$ cat src/rtl/fp32_div_sqrt_issuer.sv
// Issue-side sequencer for the iterative FP32 divide/sqrt unit: pending queue, req/finished handshake,
// result register with valid/ready, flush draining. Define FP_DIVSQRT_ISSUE_QUEUE_EN for a 2-deep queue.
module fp32_div_sqrt_issuer #(
  parameter int TAG_W = 4
) (
  input  logic             clk,
  input  logic             rst,
  input  logic             issue_valid,
  output logic             issue_ready,
  input  logic [31:0]      issue_lhs,
  input  logic [31:0]      issue_rhs,
  input  logic             issue_is_divide,
  input  logic [2:0]       issue_round_mode,
  input  logic [TAG_W-1:0] issue_tag,
  input  logic             flush,
  output logic [31:0]      unit_lhs,
  output logic [31:0]      unit_rhs,
  output logic             unit_is_divide,
  output logic [2:0]       unit_round_mode,
  output logic             unit_req,
  input  logic [31:0]      unit_result,
  input  logic [4:0]       unit_fflags,
  input  logic             unit_finished,
  output logic             res_valid,
  input  logic             res_ready,
  output logic [31:0]      res_data,
  output logic [4:0]       res_fflags,
  output logic [TAG_W-1:0] res_tag,
  output logic [1:0]       dbg_state
);

`ifdef FP_DIVSQRT_ISSUE_QUEUE_EN
  localparam int Q = 2;
`else
  localparam int Q = 1;
`endif
  localparam int PW = (Q > 1) ? $clog2(Q) : 1;
  localparam int QA = 1 << PW;

  typedef enum logic [1:0] {S_INIT, S_IDLE, S_BUSY, S_DRAIN} state_e;

  state_e           state_q;
  logic [31:0]      q_lhs_q  [QA];
  logic [31:0]      q_rhs_q  [QA];
  logic             q_div_q  [QA];
  logic [2:0]       q_rm_q   [QA];
  logic [TAG_W-1:0] q_tag_q  [QA];
  logic [PW-1:0]    rd_ptr_q, rd_ptr_d, wr_ptr_q, wr_ptr_d;
  logic [1:0]       count_q, count_d;
  logic [TAG_W-1:0] inflight_tag_q;
  logic             res_valid_q;
  logic [31:0]      res_data_q;
  logic [4:0]       res_fflags_q;
  logic [TAG_W-1:0] res_tag_q;

  logic head_valid, full, res_free, push, capture;

  function automatic logic [PW-1:0] ptr_inc(input logic [PW-1:0] p);
    return (p == PW'(Q - 1)) ? '0 : p + 1'b1;
  endfunction

  assign head_valid = (count_q != 2'd0);
  assign full       = (count_q == 2'(Q));
  assign res_free   = !res_valid_q || res_ready;
`ifdef FP_DIVSQRT_ISSUE_QUEUE_EN
  assign issue_ready = !flush && !full && (state_q != S_INIT) && (state_q != S_DRAIN);
`else
  assign issue_ready = !flush && !full && (state_q == S_IDLE);
`endif
  assign push = issue_valid && issue_ready;
  // A finished result can only be taken when the output register frees up this cycle.
  assign capture = (state_q == S_BUSY) && !flush && unit_finished && res_free;

  always_comb begin
    unit_req = 1'b0;
    case (state_q)
      S_IDLE:  unit_req = head_valid && unit_finished && !flush;
      S_BUSY:  unit_req = capture && head_valid;
      default: unit_req = 1'b0;
    endcase
  end

  always_comb begin
    rd_ptr_d = unit_req ? ptr_inc(rd_ptr_q) : rd_ptr_q;
    wr_ptr_d = push ? ptr_inc(wr_ptr_q) : wr_ptr_q;
    count_d  = count_q + {1'b0, push} - {1'b0, unit_req};
    if (flush) begin
      rd_ptr_d = '0;
      wr_ptr_d = '0;
      count_d  = 2'd0;
    end
  end

  always_ff @(posedge clk) begin
    if (push) begin
      q_lhs_q[wr_ptr_q] <= issue_lhs;
      q_rhs_q[wr_ptr_q] <= issue_rhs;
      q_div_q[wr_ptr_q] <= issue_is_divide;
      q_rm_q[wr_ptr_q]  <= issue_round_mode;
      q_tag_q[wr_ptr_q] <= issue_tag;
    end
  end

  always_ff @(posedge clk) begin
    if (rst) begin
      state_q        <= S_INIT;
      rd_ptr_q       <= '0;
      wr_ptr_q       <= '0;
      count_q        <= 2'd0;
      inflight_tag_q <= '0;
      res_valid_q    <= 1'b0;
      res_data_q     <= '0;
      res_fflags_q   <= '0;
      res_tag_q      <= '0;
    end else begin
      rd_ptr_q <= rd_ptr_d;
      wr_ptr_q <= wr_ptr_d;
      count_q  <= count_d;
      if (unit_req) inflight_tag_q <= q_tag_q[rd_ptr_q];
      if (flush) begin
        res_valid_q <= 1'b0;
      end else if (capture) begin
        res_valid_q  <= 1'b1;
        res_data_q   <= unit_result;
        res_fflags_q <= unit_fflags;
        res_tag_q    <= inflight_tag_q;
      end else if (res_ready) begin
        res_valid_q <= 1'b0;
      end
      case (state_q)
        S_INIT:  if (unit_finished) state_q <= S_IDLE;
        S_IDLE:  if (unit_req) state_q <= S_BUSY;
        S_BUSY: begin
          // The unit cannot be aborted, so a flush must wait out the current operation.
          if (flush) state_q <= S_DRAIN;
          else if (capture && !unit_req) state_q <= S_IDLE;
        end
        S_DRAIN: if (unit_finished) state_q <= S_IDLE;
        default: state_q <= S_INIT;
      endcase
    end
  end

  assign unit_lhs        = q_lhs_q[rd_ptr_q];
  assign unit_rhs        = q_rhs_q[rd_ptr_q];
  assign unit_is_divide  = q_div_q[rd_ptr_q];
  assign unit_round_mode = q_rm_q[rd_ptr_q];
  assign res_valid       = res_valid_q;
  assign res_data        = res_data_q;
  assign res_fflags      = res_fflags_q;
  assign res_tag         = res_tag_q;
  assign dbg_state       = state_q;

endmodule

$ cat config.mk
export PLATFORM = sky130hd
export DESIGN_NAME = fp32_div_sqrt_issuer
export DESIGN_NICKNAME = d
export VERILOG_FILES = /design/src/rtl/fp32_div_sqrt_issuer.sv
export SDC_FILE = /design/constraint.sdc
export NUM_CORES = 1
export LEC_CHECK = 0
export ABC_AREA = 1
export CORE_MARGIN = 4
export CORE_UTILIZATION = 38
export DETAILED_ROUTE_END_ITERATION = 10
export PLACE_DENSITY_LB_ADDON = 0.3
export SYNTH_ARGS = -nofsm -noshare
export SYNTH_HDL_FRONTEND = slang
export SYNTH_SLANG_ARGS = --single-unit
$ cat constraint.sdc
create_clock -name clk -period 4 [get_ports clk]
set_clock_uncertainty 0.15 [all_clocks]
set_input_delay 0.4 -clock clk [delete_from_list [all_inputs] [get_ports clk]]
set_output_delay 0.4 -clock clk [all_outputs]
set_load 0.02 [all_outputs]
---- Yosys cells after proc, flatten, opt, wreduce, memory -nomap -nowiden ----
Memories as Yosys holds them, arrays and structs flattened. A register that Yosys moved wholly into a read port is not among the register bits.
Index checks and enable logic that the tools add are counted.
word-level totals
  flip-flop bits (word level) ............. 48
  bits in writable memories ............... 144
  input port bits ......................... 115
  word-level logic and storage cells ...... 67
  memories ................................ 5
cells by class
  add/subtract/negate cells ............... 4
  equal/unequal tests ..................... 7
  mux-type cells .......................... 20
  bitwise logic cells ..................... 1
  reduce and logical (&&, ||, !) cells .... 22
memories
  memory   depth  bits a word  read ports  clocked after memory_dff  wr ports  line  RTL
  q_lhs_q  2      32           1           1                         1         43    logic [31:0] q_lhs_q [QA];
  q_rhs_q  2      32           1           1                         1         44    logic [31:0] q_rhs_q [QA];
  q_tag_q  2      4            1           1                         1         47    logic [TAG_W-1:0] q_tag_q [QA];
  q_rm_q   2      3            1           1                         1         46    logic [2:0] q_rm_q [QA];
  q_div_q  2      1            1           1                         1         45    logic q_div_q [QA];
operator list
  kind                 count
  $mux 1               14
  $logic_and 1x1->1    10
  $mux 2               4
  $pmux 2 s3           1
  $eq 2x1->1 const B   2
  $eq 2x2->1 const B   2
  $logic_not 1->1      4
  $reduce_bool 2->1    2
  $reduce_or 2->1      2
  $ne 3x2->1 const B   1
  $reduce_and 3->1     1
  $add 1x1->1 const B  2
  $add 2x1->2          1
  $logic_not 2->1      1
  $ne 2x1->1 const B   1
  $ne 2x2->1 const B   1
  $pmux 1 s2           1
  $reduce_and 2->1     1
  $sub 2x1->2          1
  $logic_or 1x1->1     1
  $not 1->1            1

---- Longest topological paths before layout ----
Gate-level depths: netlist of the first run.
  depth in word-level cells ............... 11
  gate-level depth with buffers ........... 13

---- Worst setup path after synthesis of the first run ----
OpenSTA, ideal clock, no wires.
  path kind ............................... register to register
  start point ............................. reg state_q[0], in the netlist dbg_state[0]
  end point ............................... mem q_div_q[0], enable pin
  setup time .............................. 0.426 ns
  arrival time ............................ 2.742 ns
  setup slack ............................. 0.683 ns
  stages on the path, launching flop included .. 6
  period minus slack after synthesis ...... 3.317 ns
  path through ............................ dfxtp_1 ha_1 nand2_1 a21oi_1 nand2_1 inv_1
between the ends
  word-level cells in the longest chain between the ends .. 5
ends and longest elaborated chain
  what                          line  RTL
  start: declaration            42    state_e state_q;
  start signal: assignment      106   state_q <= S_INIT;
  start signal: assignment      131   S_INIT: if (unit_finished) state_q <= S_IDLE;
  start signal: assignment      132   S_IDLE: if (unit_req) state_q <= S_BUSY;
  $eq 2x1->1                    68    assign issue_ready = !flush && !full && (state_q == S_IDLE);
  $logic_and 1x1->1             68
  via issue_ready               9     output logic issue_ready,
  $logic_and 1x1->1             70    assign push = issue_valid && issue_ready;
  via push                      56    logic head_valid, full, res_free, push, capture;
  $mux 1                        95    if (push) begin
  $mux 1 (implied by the code)  98    q_div_q[wr_ptr_q] <= issue_is_divide;
  end: declaration              45
The timed path passes the listed nets, and every way through them passes these cells.

---- Worst setup path in the final report of the first run ----
  start point ............................. reg state_q[0], in the netlist dbg_state[0]
  end point ............................... out unit_req
between the ends
  word-level cells in the longest chain between the ends .. 6
ends and longest elaborated chain
  what                            line    RTL
  $eq 2x2->1                      72, 76
  $logic_and 1x1->1 (3 in a row)  72      assign capture = (state_q == S_BUSY) && !flush && unit_finished && res_free;
  $logic_and 1x1->1               78      S_BUSY: unit_req = capture && head_valid;
  $pmux 1 s2 *                    76      case (state_q)
  end: declaration                20      output logic unit_req,
Every way passes the cells marked *; elsewhere a longest branch is shown, timed or not.

==> metrics.yaml, run 1 <==
final_layout:
  final.fill_count: 769
  fin_nets: 674
  stdcell_count: 704
  multiInputGateArea_sq_um: 804.5
  drive_gt1_frac: 0.08627
  layout_commonest_cell: "clkdlybuf4s50_1"
  syn2layout_area_growth_pct: 74.24
  antenna_cells: 0
  stdcell_area_sq_um: 7118
  layout_common_cells: "228 x clkdlybuf4s50_1, 92 x nor2_1, 72 x edfxtp_1"
  register_area_sq_um: 3163
routing:
  vias_per_cell: 4.648
  wl_met3_um: 992
  vias: 3272
  met1_length_um: 4239
  met2WireLength_um: 6103
  drt_wl_total_um: 11660
  detail-route-antenna-nets: 0
  drc: 0
  drt-initial-drc-count: 134
  wl_per_cell_um: 16.56
  firstDrtPassIters: 4
  highest_layer: "met4"
clocking:
  ctsResizeCount: 0
  clock-sinks: 122
  h-tree-depth: 4
  clkLatencyLatePin_ns: 0.50
  cts_setup_buffers: 0
  cts_hold_buf: 0
  clk_pin_slew_ns: 0.06
  root_buffer: "clkbuf_8"
  cts-buffers-inserted: 17
  cts_tree: "built"
  cts.path.max_buffers: 2
setup_path:
  worstPathArrival_ns: 2.28
  crit_end: "unit_req"
  worstSetupPathType: "register to primary output"
  rr_startpoint: "dbg_state[1]"
  crit_start: "dbg_state[0]"
  path_cells: "inv_1, ha_1, nor2_4, nand2_4, inv_2, clkdlybuf4s50_1"
  cpPeakStageDelay_ns: 0.62
  reg2regPathDepth: 7
  endpoint_kind: "primary output"
  critPathSlowestCell: "clkdlybuf4s50_1"
  critPathRequiredTime_ns: 3.45
  r2r_slack_ns: 1.65
  start_kind: "register"
  r2r_end: "q_rhs_q[0][13]"
  path_max_fanout: 7
power:
  p_leak_nw: 2.561
  switching_share: 0.2481
  switchingPower_w: 0.0009257
  internal_power_w: 0.002805
  p_seq_frac: 0.402
  max-vdd-ir-drop_v: 0.0004090
  clock_power_share: 0.425
  power_density_nw_per_um2: 524.1
  combPwrFrac: 0.174
global_routing:
  grt_pass1_vias: 3452
  antenna_found_initial: 0
  grt_max_degree: 48
  grt_remaining_overflow: 0
  grtUsageTotal: 0.1885
  grt_pass1_wl_um: 18110
timing:
  relSlewSlack: 0.1844
  fmax_mhz: 353.1
  report.final.slew_viol_count: 0
  rsz0062_at_grt: "no"
  hold_violations: 0
  finalSetupTns_ns: 0
  period_share: 0.7081
  finalSetupViolCount: 0
  fin_crit_ns: 2.832
  tightest_slew_ns: 1.222
logic_synthesis:
  synth_area_per_cell_sq_um: 12.85
  yosysSeqAreaShare: 0.7743
  syn_inst: 318
  yosysWarnings: 0
  synth_area_sq_um: 4085
  synth.distinct_cells: 24
  synth_nets: 437
  synth_seq_cells: 122
min_path:
  min_path_type: "primary input to register"
die:
  core_sq_um: 10420
  io_pins: 229
  die_h_um: 111.7
  dieArea_sq_um: 12470
  rows: 37
  die_w_um: 111.7
  initial_utilization: 0.3922
placed_design:
  dp_hpwl_um: 8553
  io_buffers: 228
  placed_area_sq_um: 6495
  gp_congestion: 0.8096
  dp_cells: 672
status:
  status: "completed"
job:
  max_cap_viol_count: 0
-- final cells by class --
type	count	area share
clock buffer	18	0.06012
clock inverter	14	0.02742
inverter	14	0.007383
multi-input combinational	169	0.1130
sequential	122	0.4444
tap	136	0.02391
timing repair buffer	231	0.3238
-- synth_stat cells --
cell type  number  share of area
o21ai_2         1         0.0021
or2_2           1         0.0015
inv_2           3         0.0028
dfxtp_1        50           0.25
inv_1          11          0.010
nand4_1         1         0.0015
ha_1            4          0.012
nand3_1         2         0.0025
nand2_2         1         0.0015
nor2_4          2         0.0055
xnor2_1         1         0.0021
edfxtp_1       72           0.53
nor2_1         92          0.085
clkbuf_1        7         0.0064
o21ai_0        45          0.055
a21oi_1         5         0.0061
nand3_4         1         0.0043
nand2_4         2         0.0055
buf_2           1         0.0012
buf_4           4         0.0074
nand3_2         1         0.0025
nand2_1         9         0.0083
nor2_2          1         0.0015
buf_1           1        0.00092
-- worst min path at each step --
stage                                  from                end  slack, ns  cells past startpoint
after detailed placement         res_tag[2]         res_tag[2]       0.32                      2
after floorplan           inflight_tag_q[0]  inflight_tag_q[0]       0.30                      2
after global routing          issue_lhs[31]     q_lhs_q[0][31]       0.26                      1
final                          issue_lhs[4]      q_lhs_q[0][4]       0.30                      1
after CTS                      issue_rhs[4]      q_rhs_q[0][4]       0.27                      1
after global placement         res_data[26]       res_data[26]       0.31                      2
-- power groups by stage --
stage               Combinational, W  Clock, W  Sequential, W
floorplan                   0.000162         0        0.00165
global placement            0.000638         0        0.00152
detailed placement          0.000650         0        0.00152
CTS                         0.000654   0.00161        0.00150
global route                0.000689   0.00168        0.00151
finish                      0.000648   0.00158        0.00150
-- metal layers --
| metal | up-vias | GRT usage |
|---|---|---|
| met5 | - | 0 |
| li1 | 1553 | - |
| met2 | 151 | 0.3293 |
| met3 | 25 | 0.07446 |
| met1 | 1543 | 0.1984 |
| met4 | 0 | 0.08921 |
-- stage by stage --
| step | utilization | power [W] | hold WS (ns) | worst slack [ns] |
|---|---|---|---|---|
| 6_report | 0.6834 | 0.003731 | 0.2964 | 1.168 |
| 5_1_grt | 0.6834 | 0.003879 | 0.2633 | 1.015 |
| 4_1_cts | 0.6834 | 0.003765 | 0.2703 | 1.121 |
| 3_5_place_dp | 0.6235 | 0.002173 | 0.3215 | 1.344 |
| 3_3_place_gp | 0.6235 | 0.002155 | 0.3126 | 1.393 |
| 2_1_floorplan | - | 0.001813 | 0.2996 | 0.6827 |
-- state kept, by name, indices dropped and copies added, names as in the netlist, 3 cells and up --
register / cells
inflight_tag_q: 4
q_lhs_q: 32
q_rhs_q: 32
q_rm_q: 3
q_tag_q: 4
res_data: 32
res_fflags: 5
res_tag: 4
-- cells by family after synthesis --
kind of cell               share of synthesized area
DFF                                           0.7743
and+or+nand+nor                               0.1191
AOI/OAI and AO/OA                            0.06340
buffers and inverters                        0.02879
adders and majority gates                    0.01225
xor gates and xnor gates                    0.002144
-- worst max-delay path: cells and delay by family, from the launching register on --
kind / cells / cell delay [ns]
adder cells (fa/ha/maj): 1 / 0.36
AND/OR/NAND/NOR: 2 / 0.26
flip-flops: 1 / 0.36
buffers and inverters: 3 / 0.81
Power figures use the tool's default switching activity.
==> run 2, diff against run 1 <==
==> constraint.sdc (replaced) <==
create_clock -name clk -period 2.8 [get_ports clk]
set_clock_uncertainty 0.15 [all_clocks]
set_input_delay 0.28 -clock clk [delete_from_list [all_inputs] [get_ports clk]]
set_output_delay 0.28 -clock clk [all_outputs]
set_load 0.02 [all_outputs]
==> run 2 against run 1 <==
Against the previous run:
- die area did not move
- flip-flop and latch count did not move
- first-iteration DRC count fell by 0.75%
- global-route usage fell by 0.60 points
- wire length fell by 3.4%
- register-to-register slack got worse by 1.1 ns
- core utilization fell by 0.14 points
==> metrics.yaml, run 2 (synthesized netlist as in run 1, its figures left out) <==
global_routing:
  grt_pass1_vias: 3220
  antenna_found_initial: 0
  grt_pass1_wl_um: 17390
  grtUsageTotal: 0.1825
  grt_remaining_overflow: 0
  grt_max_degree: 45
timing:
  report.final.slew_viol_count: 0
  relSlewSlack: 0.5309
  period_share: 0.8868
  finalSetupViolCount: 0
  tightest_slew_ns: 0.7027
  fin_crit_ns: 2.483
  finalSetupTns_ns: 0
  setup_ws_ns: 0.3168
  rsz0062_at_grt: "no"
  fmax_mhz: 402.7
  hold_violations: 0
placed_design:
  dp_hpwl_um: 8502
  pre_cts_ws_ns: 0.4194
  dp_cells: 673
  gp_congestion: 0.8253
  io_buffers: 228
final_layout:
  multiInputGateArea_sq_um: 804.5
  layout_common_cells: "227 x clkdlybuf4s50_1, 92 x nor2_1, 72 x edfxtp_1"
  final.fill_count: 772
  register_area_sq_um: 3163
  layout_commonest_cell: "clkdlybuf4s50_1"
  antenna_cells: 0
  fin_nets: 675
  fin_util: 0.6819
  syn2layout_area_growth_pct: 73.87
  stdcell_count: 705
  drive_gt1_frac: 0.07557
routing:
  vias_per_cell: 4.502
  met1_length_um: 3934
  drt-initial-drc-count: 133
  met2WireLength_um: 6196
  wl_met3_um: 947
  firstDrtPassIters: 4
  vias: 3174
  wl_per_cell_um: 15.97
  detail-route-antenna-nets: 0
  drt_wl_total_um: 11260
  drc: 0
  highest_layer: "met4"
clocking:
  clk_pin_slew_ns: 0.06
  clkLatencyLatePin_ns: 0.50
  cts.path.max_buffers: 2
  cts_hold_buf: 0
  cts-buffers-inserted: 17
  clock-sinks: 122
  cts_tree: "built"
  cts_setup_buffers: 0
  root_buffer: "clkbuf_8"
  h-tree-depth: 4
  ctsResizeCount: 0
job:
  max_cap_viol_count: 0
setup_path:
  endpoint_kind: "primary output"
  start_kind: "register"
  path_max_fanout: 4
  worstPathArrival_ns: 2.05
  path_cells: "inv_1, ha_1, nand2_1, a21oi_1, clkdlybuf4s50_1"
  critPathSlowestCell: "clkdlybuf4s50_1"
  crit_buf_inv: 2
  critPathRequiredTime_ns: 2.37
  cpPeakStageDelay_ns: 0.65
  worstSetupPathType: "register to primary output"
  crit_family: "buffers and inverters"
die:
  initial_utilization: 0.3922
  rows: 37
  die_w_um: 111.7
  dieArea_sq_um: 12470
  io_pins: 229
  die_h_um: 111.7
  core_sq_um: 10420
min_path:
  min_path_type: "primary input to register"
power:
  power_density_nw_per_um2: 722.7
  p_leak_nw: 2.562
  max-vdd-ir-drop_v: 0.0005157
status:
  status: "completed"
run 2: per-layer routing:
layer / vias to the layer above / GRT usage
met5: - / 0
met4: 0 / 0.07867
met3: 14 / 0.07283
met2: 125 / 0.3341
met1: 1477 / 0.1815
li1: 1558 / -
run 2: metrics by stage:
stage          cell area, sq um  power [W]  hold slack [ns]
2_1_floorplan              4089   0.002589           0.1991
3_3_place_gp               6531   0.003087           0.3111
3_5_place_dp               6531   0.003107           0.3214
4_1_cts                    7101   0.005189           0.1434
5_1_grt                    7103   0.005354           0.1402
6_report                   7103   0.005134           0.1748
run 2: final timing paths:
path,from,cells past startpoint,endpoint,slack (ns)
min reg2reg,res_data[16],2,res_data[16],0.33
max,dbg_state[1],5,issue_ready,0.32
min,issue_lhs[27],1,q_lhs_q[0][27],0.17
max reg2reg,dbg_state[1],10,count_q[1],0.57
run 2: final cells by class:
cell class / count / area share
clock buffers: 23 / 0.06289
inverters: 14 / 0.007927
well taps: 136 / 0.02396
repair buffers: 232 / 0.3294
flip-flops and latches: 122 / 0.4453
multi-input cells: 169 / 0.1133
clock inverters: 9 / 0.01726
run 2: power breakdown:
part	leakage (nW)	internal, W	switching, W
sequential	1.06	0.00208	0.0000600
combinational	1.23	0.000465	0.000462
clock	0.271	0.00137	0.000702
total	2.56	0.00391	0.00122
run 2: worst register-to-register path: cells and delay by family, from the launching register on:
kind,cells,cell delay (ns)
buffers and inverters,2,0.10
and+or+nand+nor,3,0.53
AOI/OAI and AO/OA,2,0.31
adders and majority gates,3,0.75
DFF,1,0.33
==> run 3, diff against run 2 <==
--- a/config.mk
+++ b/config.mk
@@ -6,7 +6,7 @@
 export NUM_CORES = 1
 export LEC_CHECK = 0
 export ABC_AREA = 1
-export CORE_MARGIN = 4
+export CORE_MARGIN = 2
 export CORE_UTILIZATION = 38
 export DETAILED_ROUTE_END_ITERATION = 10
 export PLACE_DENSITY_LB_ADDON = 0.3
==> run 3 against run 2 <==
Against the previous run:
- design area fell by 0.69%
- clock power fell by 6%
- worst hold slack improved by 0.0081 ns
- first-iteration DRC count fell by 11%
- flip-flop and latch count did not move
- worst setup slack improved by 0.050 ns
- final cell count fell by 0.14%
- total power fell by 2.6%
- core utilization fell by 0.17 points
- wire length fell by 1.3%
- sequential power barely moved
- critical path type unchanged
==> metrics.yaml, run 3 (synthesized netlist as in run 1, its figures left out) <==
routing:
  wl_per_cell_um: 15.78
  drc: 0
  drt_wl_total_um: 11110
  firstDrtPassIters: 6
  detail-route-antenna-nets: 0
  vias: 3257
  drt-initial-drc-count: 119
  vias_per_cell: 4.626
timing:
  tightest_slew_ns: 0.7572
  period_share: 0.8690
  rsz0062_at_grt: "no"
  fin_crit_ns: 2.433
  hold_violations: 0
  relSlewSlack: 0.4945
  whs_ns: 0.1829
  fmax_mhz: 411.0
  report.final.slew_viol_count: 0
  finalSetupTns_ns: 0
  finalSetupViolCount: 0
min_path:
  min-delay-start: "issue_rhs[5]"
  whs_path_depth: 1
  min_path_type: "primary input to register"
  min_to: "q_rhs_q[0][5]"
setup_path:
  worstSetupPathType: "register to primary output"
  crit_family: "buffers and inverters"
  endpoint_kind: "primary output"
  worstPathArrival_ns: 2.00
  rr_startpoint: "dbg_state[1]"
  r2r_slack_ns: 0.62
  critPathSlowestCell: "clkdlybuf4s50_1"
  cpPeakStageDelay_ns: 0.63
  path_max_fanout: 4
  reg2regPathDepth: 11
  start_kind: "register"
  path_cells: "inv_1, ha_1, nand2_1, a21oi_1, clkdlybuf4s50_1"
  crit_buf_inv: 2
  r2r_end: "count_q[1]"
  critPathRequiredTime_ns: 2.37
clocking:
  h-tree-depth: 4
  cts_hold_buf: 0
  ctsResizeCount: 0
  cts.path.max_buffers: 2
  cts_tree: "built"
  clock-sinks: 122
  clkLatencyLatePin_ns: 0.50
  cts_setup_buffers: 0
  clk_pin_slew_ns: 0.06
  cts-buffers-inserted: 17
  root_buffer: "clkbuf_8"
die:
  die_h_um: 107.7
  io_pins: 229
  initial_utilization: 0.3939
  dieArea_sq_um: 11600
  core_sq_um: 10370
  rows: 37
  die_w_um: 107.7
power:
  power_density_nw_per_um2: 708.7
  p_leak_nw: 2.545
  max-vdd-ir-drop_v: 0.0003978
global_routing:
  antenna_found_initial: 0
  grt_max_degree: 73
  grt_pass1_wl_um: 16130
  grt_remaining_overflow: 0
  grt_pass1_vias: 3243
  grtUsageTotal: 0.1873
final_layout:
  antenna_cells: 0
  fin_nets: 674
  syn2layout_area_growth_pct: 72.68
  layout_common_cells: "227 x clkdlybuf4s50_1, 92 x nor2_1, 72 x edfxtp_1"
  drive_gt1_frac: 0.08627
  layout_commonest_cell: "clkdlybuf4s50_1"
placed_design:
  gp_congestion: 0.8169
  io_buffers: 228
  dp_hpwl_um: 7935
job:
  max_cap_viol_count: 0
status:
  status: "completed"
## run 3: changes by cell type in the layout (fill, tap and decap cells not counted)
| cell | change |
|---|---|
| buf_12 | -1 |
| clkinv_2 | +4 |
| bufinv_16 | -2 |
| clkinv_1 | -2 |
| clkinv_4 | +3 |
| clkinvlp_4 | +1 |
| clkbuf_1 | -5 |
| inv_6 | +2 |
| clkbuf_8 | -1 |
## run 3: per-stage QoR
step	power (W)	cells	setup slack [ns]	cell area (sq um)	util
detailed placement	0.003097	672	0.4108	6511	0.6279
global route	0.005193	704	0.2320	7054	0.6803
CTS	0.005059	704	0.04943	7052	0.6800
finish	0.005000	704	0.3668	7054	0.6803
global placement	0.003076	672	0.4945	6511	0.6279
floorplan	0.002589	318	0.09505	4089	-
## run 3: how the worst max path moves through the flow
stage                 startpoint           to  depth (start not counted)
global placement           flush   count_q[1]                         11
detailed placement         flush   count_q[1]                         11
global route        dbg_state[1]  issue_ready                          5
finish              dbg_state[1]  issue_ready                          5
floorplan           dbg_state[1]   q_div_q[0]                          6
CTS                 dbg_state[0]     unit_req                          6
## run 3: layout make-up
class,count,area [sq um]
fillers,763,3316
well taps,136,170.2
multi-input cells,169,804.5
inverters,14,56.30
clock buffers,17,414.1
repair buffers,231,2320
flip-flops and latches,122,3163
clock inverters,15,126.4
## run 3: power by group
part	switching, W	total [W]	internal [W]
Combinational	0.000459	0.000920	0.000461
Sequential	0.0000587	0.00213	0.00208
Clock	0.000772	0.00194	0.00117
Total	0.00129	0.00500	0.00371
## run 3: per-layer routing
layer	track usage	up-vias	part of all wire
li1	-	1557	-
met2	0.3351	156	0.52
met5	0	-	0
met1	0.1940	1527	0.36
met3	0.08172	17	0.10
met4	0.06593	0	0.017
